File: config.mk
export PLATFORM = sky130hd
export DESIGN_NAME = iterative_shifter
export DESIGN_NICKNAME = d
export VERILOG_FILES = /design/src/rtl/iterative_shifter.sv
export SDC_FILE = /design/constraint.sdc
export NUM_CORES = 1
export LEC_CHECK = 0
export CAP_MARGIN = 20
export CORE_MARGIN = 2
export CORE_UTILIZATION = 30
export DETAILED_ROUTE_END_ITERATION = 10
export GPL_ROUTABILITY_DRIVEN = 0
export HOLD_SLACK_MARGIN = 0.15
export PLACE_DENSITY = 0.63
export SETUP_SLACK_MARGIN = 0.05
export SLEW_MARGIN = 20
export SYNTH_ARGS = -nofsm -noshare
export SYNTH_HDL_FRONTEND = slang
export SYNTH_SLANG_ARGS = --single-unit
File: constraint.sdc
create_clock -name clock -period 4.6 [get_ports clock]
set_clock_uncertainty 0.15 [all_clocks]
set_input_delay 0.92 -clock clock [delete_from_list [all_inputs] [get_ports clock]]
set_output_delay 0.92 -clock clock [all_outputs]
set_load 0.01 [all_outputs]
File: src/rtl/iterative_shifter.sv
// Multicycle 32-bit shift unit: one 4-bit or 1-bit step per cycle on a working register.
// Optional logical right shift (op 10) is built only when SHIFT_SRL_EN is defined.
module iterative_shifter #(
  parameter int WIDTH   = 32,
  parameter int SHAMT_W = 5
) (
  input  logic               clock,
  input  logic               reset_n,
  input  logic               in_valid,
  output logic               in_ready,
  input  logic [WIDTH-1:0]   data_in,
  input  logic [SHAMT_W-1:0] shamt,
  input  logic [1:0]         op,
  output logic               out_valid,
  input  logic               out_ready,
  output logic [WIDTH-1:0]   data_out,
  output logic               busy
);

  localparam logic [1:0] OP_SLL = 2'b00;
  localparam logic [1:0] OP_SRA = 2'b01;
  localparam logic [1:0] OP_SRL = 2'b10;

  localparam logic [SHAMT_W-1:0] BIG_STEP   = SHAMT_W'(3'd4);
  localparam logic [SHAMT_W-1:0] SMALL_STEP = SHAMT_W'(1'b1);
  localparam logic [SHAMT_W-1:0] REM_ZERO   = {SHAMT_W{1'b0}};

  typedef enum logic [1:0] {
    ST_IDLE = 2'b00,
    ST_RUN  = 2'b01,
    ST_DONE = 2'b10
  } state_t;

  state_t             state_r;
  state_t             state_nxt_s;
  logic [WIDTH-1:0]   work_r;
  logic [SHAMT_W-1:0] rem_r;
  logic [1:0]         op_r;
  logic               in_ready_r;
  logic               out_valid_r;
  logic               busy_r;

  logic               accept_s;
  logic               out_fire_s;
  logic               big_step_s;
  logic [SHAMT_W-1:0] rem_nxt_s;
  logic [SHAMT_W-1:0] shamt_eff_s;
  logic [WIDTH-1:0]   step_s;
  logic               in_ready_nxt_s;
  logic               out_valid_nxt_s;
  logic               busy_nxt_s;

  // Reserved ops are folded into a zero-length shift, giving a plain passthrough.
  function automatic logic op_is_supported(input logic [1:0] op_v);
    logic ok;
    case (op_v)
      OP_SLL:  ok = 1'b1;
      OP_SRA:  ok = 1'b1;
`ifdef SHIFT_SRL_EN
      OP_SRL:  ok = 1'b1;
`else
      OP_SRL:  ok = 1'b0;
`endif
      default: ok = 1'b0;
    endcase
    return ok;
  endfunction

  // One shift step; SRA fill uses the sign bit as it was before this step.
  function automatic logic [WIDTH-1:0] shift_step(
    input logic [WIDTH-1:0] w,
    input logic [1:0]       op_v,
    input logic             big
  );
    logic [WIDTH-1:0] r;
    case (op_v)
      OP_SLL: begin
        if (big) r = {w[WIDTH-5:0], 4'b0000};
        else     r = {w[WIDTH-2:0], 1'b0};
      end
      OP_SRA: begin
        if (big) r = {{4{w[WIDTH-1]}}, w[WIDTH-1:4]};
        else     r = {w[WIDTH-1], w[WIDTH-1:1]};
      end
`ifdef SHIFT_SRL_EN
      OP_SRL: begin
        if (big) r = {4'b0000, w[WIDTH-1:4]};
        else     r = {1'b0, w[WIDTH-1:1]};
      end
`endif
      default: r = w;
    endcase
    return r;
  endfunction

  assign accept_s    = in_valid && in_ready_r;
  assign out_fire_s  = out_valid_r && out_ready;
  assign shamt_eff_s = op_is_supported(op) ? shamt : REM_ZERO;
  assign big_step_s  = (rem_r >= BIG_STEP);
  assign rem_nxt_s   = big_step_s ? (rem_r - BIG_STEP) : (rem_r - SMALL_STEP);
  assign step_s      = shift_step(work_r, op_r, big_step_s);

  // State register.
  always_ff @(posedge clock or negedge reset_n) begin
    if (!reset_n) state_r <= ST_IDLE;
    else          state_r <= state_nxt_s;
  end

  // Next-state logic.
  always_comb begin
    state_nxt_s = state_r;
    case (state_r)
      ST_IDLE: begin
        if (accept_s) state_nxt_s = (shamt_eff_s == REM_ZERO) ? ST_DONE : ST_RUN;
        else          state_nxt_s = ST_IDLE;
      end
      ST_RUN: begin
        if (rem_nxt_s == REM_ZERO) state_nxt_s = ST_DONE;
        else                       state_nxt_s = ST_RUN;
      end
      ST_DONE: begin
        if (out_fire_s) state_nxt_s = ST_IDLE;
        else            state_nxt_s = ST_DONE;
      end
      default: state_nxt_s = ST_IDLE;
    endcase
  end

  // Output decode from the next state so the handshake outputs come straight from flops.
  always_comb begin
    in_ready_nxt_s  = 1'b0;
    out_valid_nxt_s = 1'b0;
    busy_nxt_s      = 1'b0;
    case (state_nxt_s)
      ST_IDLE: in_ready_nxt_s = 1'b1;
      ST_RUN:  busy_nxt_s     = 1'b1;
      ST_DONE: begin
        out_valid_nxt_s = 1'b1;
        busy_nxt_s      = 1'b1;
      end
      default: in_ready_nxt_s = 1'b1;
    endcase
  end

  // Output registers.
  always_ff @(posedge clock or negedge reset_n) begin
    if (!reset_n) begin
      in_ready_r  <= 1'b1;
      out_valid_r <= 1'b0;
      busy_r      <= 1'b0;
    end else begin
      in_ready_r  <= in_ready_nxt_s;
      out_valid_r <= out_valid_nxt_s;
      busy_r      <= busy_nxt_s;
    end
  end

  // Working datapath: load on accept, step while running, otherwise hold.
  always_ff @(posedge clock or negedge reset_n) begin
    if (!reset_n) begin
      work_r <= {WIDTH{1'b0}};
      rem_r  <= REM_ZERO;
      op_r   <= 2'b00;
    end else if (accept_s) begin
      work_r <= data_in;
      rem_r  <= shamt_eff_s;
      op_r   <= op;
    end else if (state_r == ST_RUN) begin
      work_r <= step_s;
      rem_r  <= rem_nxt_s;
      op_r   <= op_r;
    end else begin
      work_r <= work_r;
      rem_r  <= rem_r;
      op_r   <= op_r;
    end
  end

  assign in_ready  = in_ready_r;
  assign out_valid = out_valid_r;
  assign busy      = busy_r;
  assign data_out  = work_r;

endmodule

---- Word-level counts from Yosys, hierarchy flattened ----
Index checks and enable logic that the tools add are counted.
word-level totals
  flip-flop bits (word level) ............. 44
  bits in latches ......................... 0
  memory bits (writable) .................. 0
  ROM bits ................................ 0
  input port bits ......................... 43
  word-level logic and storage cells ...... 50
  memories kept ........................... 0
cells by class
  add/sub/neg operators ................... 2
  multipliers ............................. 0
  div/mod/pow operators ................... 0
  order comparisons ....................... 1
  equal/unequal tests ..................... 7
  shift operators ......................... 0
  mux-type cells .......................... 18
  bitwise logic cells ..................... 0
  reductions and logical operators ........ 14
operators by type and width
  cell                   count
  $mux W32               3
  $pmux W32 S2           1
  $mux W30               1
  $mux W5                4
  $logic_not A5 Y1       2
  $eq A2 B1 Y1 const B   4
  $mux W2                4
  $logic_not A2 Y1       3
  $pmux W2 S3            1
  $ge A5 B3 Y1 const B   1
  $sub A5 B1 Y5 const B  1
  $sub A5 B3 Y5 const B  1
  $eq A2 B2 Y1 const B   2
  $mux W1                4
  $reduce_bool A2 Y1     2
  $reduce_or A2 Y1       2
  $reduce_and A3 Y1      1
  $reduce_bool A3 Y1     1
  $logic_and A1 B1 Y1    2
  $ne A2 B2 Y1 const B   1
  $reduce_and A2 Y1      1

---- Logic depth before layout (Yosys ltp) ----
  depth in word-level cells ............... 11
  depth in mapped cells ................... 9
  gate-level depth less buffers ........... 8

---- Worst setup path after synthesis ----
OpenSTA, ideal clock, no wires.
  kind .................................... input to register
  start point ............................. in in_valid
  end point ............................... reg work_r[22], in the netlist data_out[22]
  arrival ................................. 2212 ps
  slack ................................... 2112 ps
  cell stages on the path ................. 7
  buffers on the path ..................... 3
  cells stage by stage .................... and2_1 > buf_2 > or3_1 > buf_6 > buf_8 > o21a_1 > o32a_1
on the way
  cells in the longest elaborated chain, start to end .. 3
  elaborated cells between the ends (all ways) .. 5
  those cells by class .................... mux (1); reduce/logical (4)
RTL lines
  element                                                             line  source
  start, declared                                                     9     input logic in_valid,
  $logic_and A1 B1 Y1 *                                               96    assign accept_s = in_valid && in_ready_r;
  $reduce_bool A3 Y1 (no line) or $reduce_bool A2 Y1 (tied branches)  --
  $reduce_and A2 Y1 (no line)                                         --
  end signal, assigned                                                161   work_r <= {WIDTH{1'b0}};
  end signal, assigned                                                165   work_r <= data_in;
  end signal, assigned                                                169   work_r <= step_s;
  end, declared                                                       36    logic [WIDTH-1:0] work_r;
Mark *: on every way between the ends. The rest lies on a longest branch, timed or not.
A chain may end at the register's enable or synchronous reset.

---- Final worst setup path ----
  start point ............................. in in_valid
  end point ............................... reg work_r[12], in the netlist data_out[12]
The elaborated chain is that of the path after synthesis.

==> impl_metrics.toml <==
[min_path]
min-delay-start = "state_r[1]$_DFF_PN0_"
hold_path_depth = 1
holdPathEnd = "state_r[0]$_DFF_PN0_"
hold_path_class = "register to register"

[clock_tree]
htree_levels = 2
cts_resized = 0
ctsHoldBuffers = 0
cts_buffer_depth = 2
cts_tree = "done"
numCtsBuffers = 5
cts_root_buf = "clkbuf_8"
clkSinkCount = 44
worstSkewPairLatency_ps = 300
post-cts-setup-buffers = 0
clk_transition_reported_paths_ps = 80

[global_route]
grtUsageTotal_pct = 18.5
grt_pass1_vias = 2925
grt_antenna_before_repair = 0
met2_usage_pct = 28.6
busiest_layer = "met2"
grtUsageMet1_pct = 26.5
overflow = 0
grt_max_degree = 45
use_met3_pct = 2.84
grt_first_pass_wirelength_um = 14900

[floorplan]
ios = 78
initial_utilization_pct = 30.6
row_count = 35
die_y_um = 101
die_x_um = 101
fp.coreArea_mm2 = 0.00915
die_area_mm2 = 0.0101

[yosys]
postSynthAreaPerCell_um2 = 8.46
synth_top_area_share_pct = 38.4
yosys.cell_types.count = 43
async_flop_share_pct = 100
synth_cells = 331
synthesis.nets = 379
synth-edff-count = 0
ys_seq_elements = 44
syn_area_mm2 = 0.00280
yosys_warnings = 0
netlist_top_cells_area = "dfrtp_1 38%, a21oi_1 11%, nand2_1 9.9%"
synth_seq_area_share_pct = 39.4
synth_top_cell_by_area = "dfrtp_1"
synth-main-ff-cell = "dfrtp_1"

[critical_path]
start_kind = "primary input"
crit_slowest_cell = "or3_1"
path_max_fanout = 27
cp-end-kind = "register"
worstPathCellList = "clkdlybuf4s50_1 > and2_1 > or3_1 > o21a_1 > o32a_1"
required_ps = 4630
r2r-start = "rem_r[2]$_DFFE_PN0P_"
worstPathArrival_ps = 3100
worstRegToRegCells = 7
criticalPathCategory = "primary input to register"
slowest_delay_ps = 830
r2r_end = "busy$_DFF_PN0_"
r2r_setup_slack_ps = 1730

[run_status]
outcome = "completed"

[route]
vias_per_cell = 5.58
wirelength_um = 8880
drt_iter0_markers = 278
ant_nets = 0
wl_per_cell_um = 17.6
vias = 2819
drcViolationCount = 0
drtPass1Iterations = 5

[sta]
slew_headroom_pct = 33.7
final-setup-viol-count = 0
rsz0062_at_grt = "false"
clock.fmax_ghz = 0.326
final.period_utilization_pct = 66.7
worst_pin_slew_ps = 969
maxSlewViolCount = 0
hold_viol = 0
period_needed_ps = 3070
fin_ws_ps = 1530
tns_ps = 0

[power_and_ir_drop]
combPwrFrac_pct = 61.2
switching_share_pct = 46.8
p_switching_mw = 1.31
intPower_mw = 1.49
leakagePower_nw = 1.46
p_per_area_mw_per_mm2 = 754
ir_drop_mv = 0.260
clkPwrFrac_pct = 10.8
seq_power_share_pct = 28.0

[cells_and_area]
most-common-layout-cells = "76 x clkdlybuf4s50_1, 74 x nand2_1, 59 x a21oi_1"
postLayoutCoreUtil_pct = 40.5
layout_commonest_cell = "clkdlybuf4s50_1"
num_antenna_cells = 0
syn_to_final_growth_pct = 32.3
layout-drive-gt1-share_pct = 4.57
nNetsFinal = 441

[placement]
portBuffers = 77
pre_cts_slack_ps = 1210
place.detailed.hpwl_um = 6220

[job]
maxCapViolCount = 0
-- state kept, by name, indices dropped and copies added, names as in the netlist --
signal,flops
in_ready,1
state_r,2
busy,1
op_r,2
out_valid,1
data_out,32
rem_r,5
-- power groups by stage --
stage	sequential, mW	clock (mW)	combinational, mW
CTS	0.780	0.307	1.70
finish	0.783	0.301	1.71
global route	0.818	0.325	1.88
global placement	0.783	0	1.67
detailed placement	0.785	0	1.69
floorplan	0.779	0	1.10
-- worst max-delay path, delay by kind of cell --
kind                   cells  cell delay [ps]
and+or+nand+nor            2             1160
AOI/OAI and AO/OA          2              590
buffers and inverters      1              410
-- synthesized netlist by cell type (2+ instances only) --
cell type	instances
buf_6	2
nand3b_1	6
o21ai_0	6
nand2b_1	3
clkbuf_1	13
dfrtp_1	43
nand2_1	74
nor3_1	2
o32a_1	26
a31oi_1	4
and2_1	2
nand3_1	2
o22a_1	3
o21a_1	27
buf_8	2
a21oi_1	59
nor2_1	10
o22ai_1	2
buf_2	9
ha_1	5
a21o_1	2
inv_1	7
nand4_1	2
-- per-stage QoR --
step	hold WS, ps	area (µm²)	power [mW]	cells
finish	379	3700	2.79	505
global route	420	3700	3.03	505
CTS	378	3700	2.78	505
detailed placement	366	3590	2.47	497
global placement	356	3590	2.45	497
floorplan	324	2800	1.87	331
-- area by class of cell --
type	count	area (µm²)
sequential	44	1100
inverter	7	26.3
clock buffer	7	76.3
multi-input combinational	253	1530
timing repair buffer	82	806
tap	111	139
clock inverter	1	30.0
fill	898	5450
-- cells by family (layout without fill, tap and decap cells) --
logic type               after synthesis  count (layout)  synth area share [%]
AO/OA/AOI/OAI                        142             142                  35.4
AND/OR/NAND/NOR                      104             104                  15.9
multiplexers                           1               1                 0.357
buffers and inverters                 34              97                  6.43
adder cells (fa/ha/maj)                5               5                  2.23
XOR/XNOR                               1               1                 0.313
flip-flops                            44              44                  39.4
-- metal layers --
layer | wire, µm | up-vias
met4 | 137 | 0
met5 | 0 | -
met1 | 4050 | 1365
met2 | 4200 | 105
met3 | 493 | 10
li1 | - | 1339
-- worst max-delay path by stage --
stage / start / end / slack [ps] / depth (start not counted)
after global routing: in_valid / data_out[12]$_DFFE_PN0P_ / 1370 / 5
after global placement: in_valid / data_out[11]$_DFFE_PN0P_ / 1230 / 5
after CTS: in_valid / data_out[12]$_DFFE_PN0P_ / 1530 / 5
final: in_valid / data_out[12]$_DFFE_PN0P_ / 1530 / 5
after floorplan: in_valid / data_out[22]$_DFFE_PN0P_ / 2110 / 7
after detailed placement: in_valid / data_out[7]$_DFFE_PN0P_ / 1210 / 5
Power figures use the tool's default switching activity.
